<file path="config.mk">
export PLATFORM = sky130hd
export DESIGN_NAME = icebus_uart_rx
export DESIGN_NICKNAME = d
export VERILOG_FILES = /design/src/rtl/icebus_uart_rx.sv
export SDC_FILE = /design/constraint.sdc
export NUM_CORES = 1
export LEC_CHECK = 0
export CELL_PAD_IN_SITES_DETAIL_PLACEMENT = 1
export CELL_PAD_IN_SITES_GLOBAL_PLACEMENT = 1
export CORE_ASPECT_RATIO = 0.6
export CORE_MARGIN = 1.5
export CORE_UTILIZATION = 25
export CTS_BUF_LIST = sky130_fd_sc_hd__clkbuf_8
export DETAILED_ROUTE_END_ITERATION = 12
export PLACE_DENSITY = 0.5
export SETUP_SLACK_MARGIN = 0.5
export SLEW_MARGIN = 0
export SYNTH_ARGS = -nofsm -noshare
export SYNTH_HDL_FRONTEND = slang
export SYNTH_SLANG_ARGS = --single-unit
</file>
<file path="constraint.sdc">
create_clock -name clk_clk -period 2.72 [get_ports clk_clk]
set_input_delay 0.544 -clock clk_clk [delete_from_list [all_inputs] [get_ports clk_clk]]
set_output_delay 0.544 -clock clk_clk [all_outputs]
set_load 0.01 [all_outputs]
</file>
<file path="src/rtl/icebus_uart_rx.sv">
`timescale 1ns/1ps
// Oversampled 8N1 receiver for the ICE-board bus, feeding received bytes
// through a small first-word-fall-through FIFO with a valid/ready handshake.
module icebus_uart_rx #(
  parameter int CLKS_PER_BIT = 24,
  parameter int FIFO_DEPTH   = 4
) (
  input  logic       clk_clk,
  input  logic       reset_reset_n,
  input  logic       rx,
  input  logic       rx_enable,
  output logic [7:0] m_data,
  output logic       m_valid,
  input  logic       m_ready,
  output logic       framing_error,
  output logic       overrun,
  output logic       busy
);

  localparam int CW = $clog2(CLKS_PER_BIT);
  localparam int AW = $clog2(FIFO_DEPTH);
  localparam int NW = $clog2(FIFO_DEPTH + 1);

  localparam logic [CW-1:0] RELOAD = CW'(CLKS_PER_BIT - 1);
  localparam logic [CW-1:0] HALF   = CW'(CLKS_PER_BIT / 2 - 1);
  localparam logic [NW-1:0] FULL   = NW'(FIFO_DEPTH);

  localparam logic [2:0] ST_IDLE  = 3'd0;
  localparam logic [2:0] ST_START = 3'd1;
  localparam logic [2:0] ST_DATA  = 3'd2;
  localparam logic [2:0] ST_STOP  = 3'd3;
  localparam logic [2:0] ST_BREAK = 3'd4;

  // Reset asserts immediately but releases on a clock edge.
  logic [1:0] r_rst_sync;
  logic       w_rst_n;

  always_ff @(posedge clk_clk or negedge reset_reset_n) begin
    if (!reset_reset_n) r_rst_sync <= 2'b00;
    else                r_rst_sync <= {r_rst_sync[0], 1'b1};
  end
  assign w_rst_n = r_rst_sync[1];

  logic r_rx_meta, r_rx_s;

  always_ff @(posedge clk_clk or negedge w_rst_n) begin
    if (!w_rst_n) begin
      r_rx_meta <= 1'b1;
      r_rx_s    <= 1'b1;
    end else begin
      r_rx_meta <= rx;
      r_rx_s    <= r_rx_meta;
    end
  end

  logic [2:0]    r_state;
  logic [CW-1:0] r_cnt;
  logic [2:0]    r_bit;
  logic [7:0]    r_shift;
  logic          r_ferr, r_ovr;
  logic          w_tick, w_push, w_pop, w_accept;

  assign w_tick = (r_cnt == '0);
  assign w_push = (r_state == ST_STOP) && w_tick && r_rx_s && rx_enable;

  always_ff @(posedge clk_clk or negedge w_rst_n) begin
    if (!w_rst_n) begin
      r_state <= ST_IDLE;
      r_cnt   <= '0;
      r_bit   <= '0;
      r_shift <= '0;
      r_ferr  <= 1'b0;
    end else begin
      r_ferr <= 1'b0;
      if (r_state != ST_IDLE && !rx_enable) begin
        r_state <= ST_IDLE;
      end else begin
        case (r_state)
          ST_IDLE: begin
            if (!r_rx_s && rx_enable) begin
              r_state <= ST_START;
              r_cnt   <= HALF;
            end
          end
          ST_START: begin
            if (w_tick) begin
              r_cnt <= RELOAD;
              if (!r_rx_s) begin
                r_state <= ST_DATA;
                r_bit   <= '0;
              end else begin
                r_state <= ST_IDLE;
              end
            end else begin
              r_cnt <= r_cnt - CW'(1);
            end
          end
          ST_DATA: begin
            if (w_tick) begin
              r_cnt   <= RELOAD;
              r_shift <= {r_rx_s, r_shift[7:1]};
              if (r_bit == 3'd7) r_state <= ST_STOP;
              else               r_bit   <= r_bit + 3'd1;
            end else begin
              r_cnt <= r_cnt - CW'(1);
            end
          end
          ST_STOP: begin
            if (w_tick) begin
              r_cnt <= RELOAD;
              if (r_rx_s) begin
                r_state <= ST_IDLE;
              end else begin
                r_ferr  <= 1'b1;
                r_state <= ST_BREAK;
              end
            end else begin
              r_cnt <= r_cnt - CW'(1);
            end
          end
          // A line held low after a bad stop bit must not look like a new start.
          ST_BREAK: begin
            if (r_rx_s) r_state <= ST_IDLE;
          end
          default: r_state <= ST_IDLE;
        endcase
      end
    end
  end

  logic [7:0]    r_mem [FIFO_DEPTH];
  logic [AW-1:0] r_wr_ptr, r_rd_ptr;
  logic [NW-1:0] r_count;

  assign w_pop    = m_valid && m_ready;
  assign w_accept = w_push && ((r_count < FULL) || w_pop);

  always_ff @(posedge clk_clk or negedge w_rst_n) begin
    if (!w_rst_n) begin
      for (int i = 0; i < FIFO_DEPTH; i++) r_mem[i] <= '0;
      r_wr_ptr <= '0;
      r_rd_ptr <= '0;
      r_count  <= '0;
      r_ovr    <= 1'b0;
    end else begin
      r_ovr <= w_push && !w_accept;
      if (w_accept) begin
        r_mem[r_wr_ptr] <= r_shift;
        r_wr_ptr        <= r_wr_ptr + AW'(1);
      end
      if (w_pop) r_rd_ptr <= r_rd_ptr + AW'(1);
      r_count <= r_count + NW'(w_accept) - NW'(w_pop);
    end
  end

  assign m_data        = r_mem[r_rd_ptr];
  assign m_valid       = (r_count != '0);
  assign framing_error = r_ferr;
  assign overrun       = r_ovr;
  assign busy          = (r_state != ST_IDLE);

endmodule
</file>
# ---- After elaboration in Yosys (flattened, before gate mapping)
# Cells that the tools add are included.
dict set report totals {
  regBits 64
  latch_bits 0
  mem_bits_rw 0
  mem_bits_ro 0
  input_bits 5
  elab_cells 97
  mem_count 0
}
dict set report classes {
  addsub 6
  mul 0
  n_div 0
  n_lt_le_gt_ge 4
  eq_ne 16
  n_shift 0
  n_mux 28
  bitwise_logic 3
  n_reduce_logical 24
}
# cell n
set ops {}
lappend ops {{$mux W3} 12}
lappend ops {{$bwmux W32} 1}
lappend ops {{$mux W8} 3}
lappend ops {{$bmux W8 S2} 1}
lappend ops {{$demux W8 S2} 1}
lappend ops {{$ne A3 B3 Y1 const B} 5}
lappend ops {{$pmux W3 S5} 1}
lappend ops {{$reduce_and A6 Y1} 2}
lappend ops {{$mux W5} 2}
lappend ops {{$ne A2 B2 Y1 const B} 5}
lappend ops {{$pmux W5 S2} 1}
lappend ops {{$logic_and A1 B1 Y1} 9}
lappend ops {{$eq A3 B2 Y1 const B} 2}
lappend ops {{$eq A3 B3 Y1 const B} 2}
lappend ops {{$ge A3 B3 Y1 const B} 2}
lappend ops {{$not A2 Y3} 2}
lappend ops {{$pmux W3 S2} 1}
lappend ops {{$reduce_and A3 Y1} 2}
lappend ops {{$reduce_bool A3 Y1} 2}
lappend ops {{$logic_not A5 Y1} 1}
lappend ops {{$sub A5 B1 Y5 const B} 1}
lappend ops {{$add A2 B1 Y2 const B} 2}
lappend ops {{$mux W1} 4}
lappend ops {{$reduce_bool A2 Y1} 2}
lappend ops {{other kinds (13)} 15}

# ---- Longest topological paths before layout
dict set report depth {
  word_depth 7
  depth_mapped 8
}

# ---- Worst setup path before layout
# OpenSTA, ideal clock, no wires.
dict set report synth_timing {
  path_kind {register to register}
  start {register r_cnt[0]}
  end {register r_count[1]}
  arrival_time_ns 2.381
  required_ns 2.585
  path_slack_ns 0.204
  stages_incl_launch_ff 7
  period_less_slack_ns 2.516
  cell_sequence {dfrtp_1 > inv_1 > ha_1 > or4b_1 > a2111oi_4 > ha_1 > fa_1}
}
dict set report synth_via {
  elab_chain_cells 7
}
# element line_no
set synth_rtl {}
lappend synth_rtl {{start: declaration} 57} ;# logic [CW-1:0] r_cnt;
lappend synth_rtl {{start signal: assignment} 95} ;# r_cnt <= r_cnt - CW'(1);
lappend synth_rtl {{start signal: assignment} 105} ;# r_cnt <= r_cnt - CW'(1);
lappend synth_rtl {{start signal: assignment} 118} ;# r_cnt <= r_cnt - CW'(1);
lappend synth_rtl {{$logic_not A5 Y1} 63} ;# assign w_tick = (r_cnt == '0);
lappend synth_rtl {{$logic_and A1 B1 Y1 (3 in series)} 64} ;# assign w_push = (r_state == ST_STOP) && w_tick && r_rx_s && rx_enable;
lappend synth_rtl {{$logic_and A1 B1 Y1} 136} ;# assign w_accept = w_push && ((r_count < FULL) || w_pop);
lappend synth_rtl {{named net w_accept} 61} ;# logic w_tick, w_push, w_pop, w_accept;
lappend synth_rtl {{$add A3 B1 Y3} 152} ;# r_count <= r_count + NW'(w_accept) - NW'(w_pop);
lappend synth_rtl {{$sub A3 B1 Y3} 152}
lappend synth_rtl {{end signal: assignment} 152}
lappend synth_rtl {{end: declaration} 133} ;# logic [NW-1:0] r_count;
# The timed path passes the listed nets, and every way through them passes these cells.
# A chain may end at the register's enable or synchronous reset.

# ---- Worst setup path after layout
dict set report layout_timing {
  start {register r_cnt[1]}
  end {register r_count[1]}
}
# Same word-level chain as after synthesis.

==> flow_summary.ini <==
[run_status]
status = finished, final reports clean

[setup_path]
criticalPathCategory = flop to flop
regToRegEndpoint = r_count[1]
required_ns = 2.94
r2r_slack_ns = 0.50
endpoint = r_count[1]
path_max_fanout = 4
critPathLaunch = r_cnt[1]
worst-r2r-cell-count = 6
crit_path_end_kind = flop
startpoint_type = flop
worst_ep_arrival_time_ns = 2.43
r2r-start = r_cnt[1]

[timing]
final.period_utilization_pct = 81.57
tns_ns = 0
finClkSkew_ns = 0.01339
rsz0062_at_grt = true
worst_slack_ns = 0.5012
setup_viol = 0
worstMarginPinSlew_ns = 0.6029
fmax_mhz = 450.7
fin_crit_ns = 2.219
slew_headroom_pct = 59.81
finalHoldViolCount = 0
drv_slew = 0

[global_routing]
grt_overflow = 0
grt_pass1_wl_um = 10230
grt_max_degree = 39
grt_use_total_pct = 11.39
first_global_vias = 1913
antenna_found_initial = 0

[floorplan]
io_pins = 17
core_mm2 = 0.01122
initial_core_util_pct = 25.48
die_y_um = 85.85
die_w_um = 141.1
design.die.area_mm2 = 0.01211
row_count = 30

[clocking]
clkSlewWorstSetupHoldPaths_ns = 0.07
ctsHoldBuffers = 0
cts_tree = yes
clk_latency_ns = 0.35
cts_root_buf = clkbuf_8
clockBufferDepth = 2
htreeDepth = 3
clkSinkCount = 64
cts-buffers-inserted = 9

[final_layout]
fin_area_mm2 = 0.003660
synthToLayoutAreaGrowth_pct = 27.95
fin_nets = 257
layout-drive-gt1-share_pct = 44.31
num_antenna_cells = 0
layout_commonest_cell = dfrtp_1
final_cell_mix = 58 x dfrtp_1, 39 x mux2_2, 12 x clkbuf_8
fin_cells = 390

[logic_synthesis]
syn_inst = 203
synthFlopType = dfrtp_1
ys_seq_area_share_pct = 56.08
synth_warnings = 0
syn_nets = 219
avgSynthCellArea_um2 = 14.09
yosysUniqueCellTypes = 39
synth_edf_count = 0
synth.cell_area_mm2 = 0.002860
ys_ff_latch = 64
ys_async_sr_fraction_pct = 100.0

[placement]
place_ws_ns = 0.1873
dp_hpwl_um = 4206
routabilityCongestion = 0.7069
dpl_cell_area_mm2 = 0.003252
placed_cells = 363
port-buffer-count = 16

[pwr]
power_density_mw_per_mm2 = 681.3
leakagePower_nw = 1.704
peakVddDrop_v = 0.0002348
total_power_w = 0.002493

[routing]
avgViaCountPerCell = 4.544
dr.pass1.iters = 4
wirelength_um = 6245
vias = 1772
wire_per_inst_um = 16.01
drc = 0
drt_iter0_drc = 43
ant_nets = 0

[hold_path]
min_path_type = flop to asynchronous set/reset pin

[run]
cap_violations = 0
worst max-delay path, stage by stage (launching register included):
cell and delay (ns):
dfrtp_1 0.40, inv_2 0.09, ha_4 0.15, or4b_4 0.50, a2111oi_4 0.26, ha_2 0.26, fa_2 0.42
area by class of cell:
type / count / area, µm²
Tap cell: 144 / 180.2
Multi-Input combinational cell: 123 / 1295
Inverter: 11 / 41.29
Fill cell: 1175 / 7564
Sequential cell: 64 / 1609
Clock inverter: 4 / 67.56
Timing Repair Buffer: 32 / 301.5
Clock buffer: 12 / 165.2
per-layer routing:
metal  track usage (%)  wire [µm]
met1             16.08       3341
met2             16.09       2580
met3             4.188        244
met4             3.693         78
met5                 0          0
cells in the mapped netlist (2+ instances only):
library cell  count  area share, %
inv_1            11            1.4
mux2_1            2           0.79
or2_2             2           0.44
mux2_2           39             15
a21oi_1           5           0.87
nand2_2           4           0.87
nor4b_1           2           0.61
o21ai_0           5           0.87
a22o_1            2           0.61
nor3_1            2           0.35
nor3b_1           2           0.52
nand2b_1          2           0.44
dfrtp_1          62             54
mux4_2            8            6.3
nor2_1            7           0.92
xnor2_1           4            1.2
or3_1             3           0.66
ha_1             10            4.4
nand2_1           6           0.79
clkbuf_1          4           0.52
nand3_1           2           0.35
dfstp_2           2            1.8
timing repair:
item	4_1_cts	5_1_grt
gates resized for setup	40	16
pin swaps	1	2
endpoints found under the setup margin	51	38
buffers inserted	9	2
where the power goes:
| group | leakage, nW | total, W | internal (W) | switching [W] |
|---|---|---|---|---|
| registers | 0.840 | 0.00109 | 0.00101 | 0.0000770 |
| logic | 0.739 | 0.000460 | 0.000270 | 0.000190 |
| clock network | 0.125 | 0.000948 | 0.000585 | 0.000363 |
flip-flops by register name, indices dropped and copies added, names as in the netlist, 2 cells and up:
| signal | count |
|---|---|
| r_shift | 8 |
| r_cnt | 5 |
| r_mem | 32 |
| r_bit | 3 |
| r_state | 3 |
| r_rd_ptr | 2 |
| r_wr_ptr | 2 |
| r_rst_sync | 2 |
| r_count | 3 |
cell families (layout without fill, tap and decap cells):
group | after synthesis | in the layout | synth area share, %
xor+xnor | 5 | 5 | 1.531
other cells | 1 | 1 | 0.1311
compound gates | 20 | 20 | 5.294
fa+ha+maj | 11 | 11 | 5.074
mux | 50 | 50 | 22.79
flops | 64 | 64 | 56.08
simple gates | 36 | 36 | 6.999
buf+inv | 16 | 59 | 2.099
per-stage QoR:
stage                     hold slack [ns]  util (%)
after floorplan                    0.2484         -
after CTS                          0.3023     31.87
final                              0.2757     32.61
after global placement             0.3046     28.97
after detailed placement           0.3023     28.97
after global routing               0.3333     32.61
worst min path at each step:
stage,end,from
2_1_floorplan,r_rst_sync[0],reset_reset_n
6_report,r_mem[14],r_rst_sync[1]
5_1_grt,r_mem[14],r_rst_sync[1]
4_1_cts,r_mem[6],r_rst_sync[1]
3_3_place_gp,r_mem[8],r_rst_sync[1]
3_5_place_dp,r_mem[8],r_rst_sync[1]
Power figures use the tool's default switching activity.
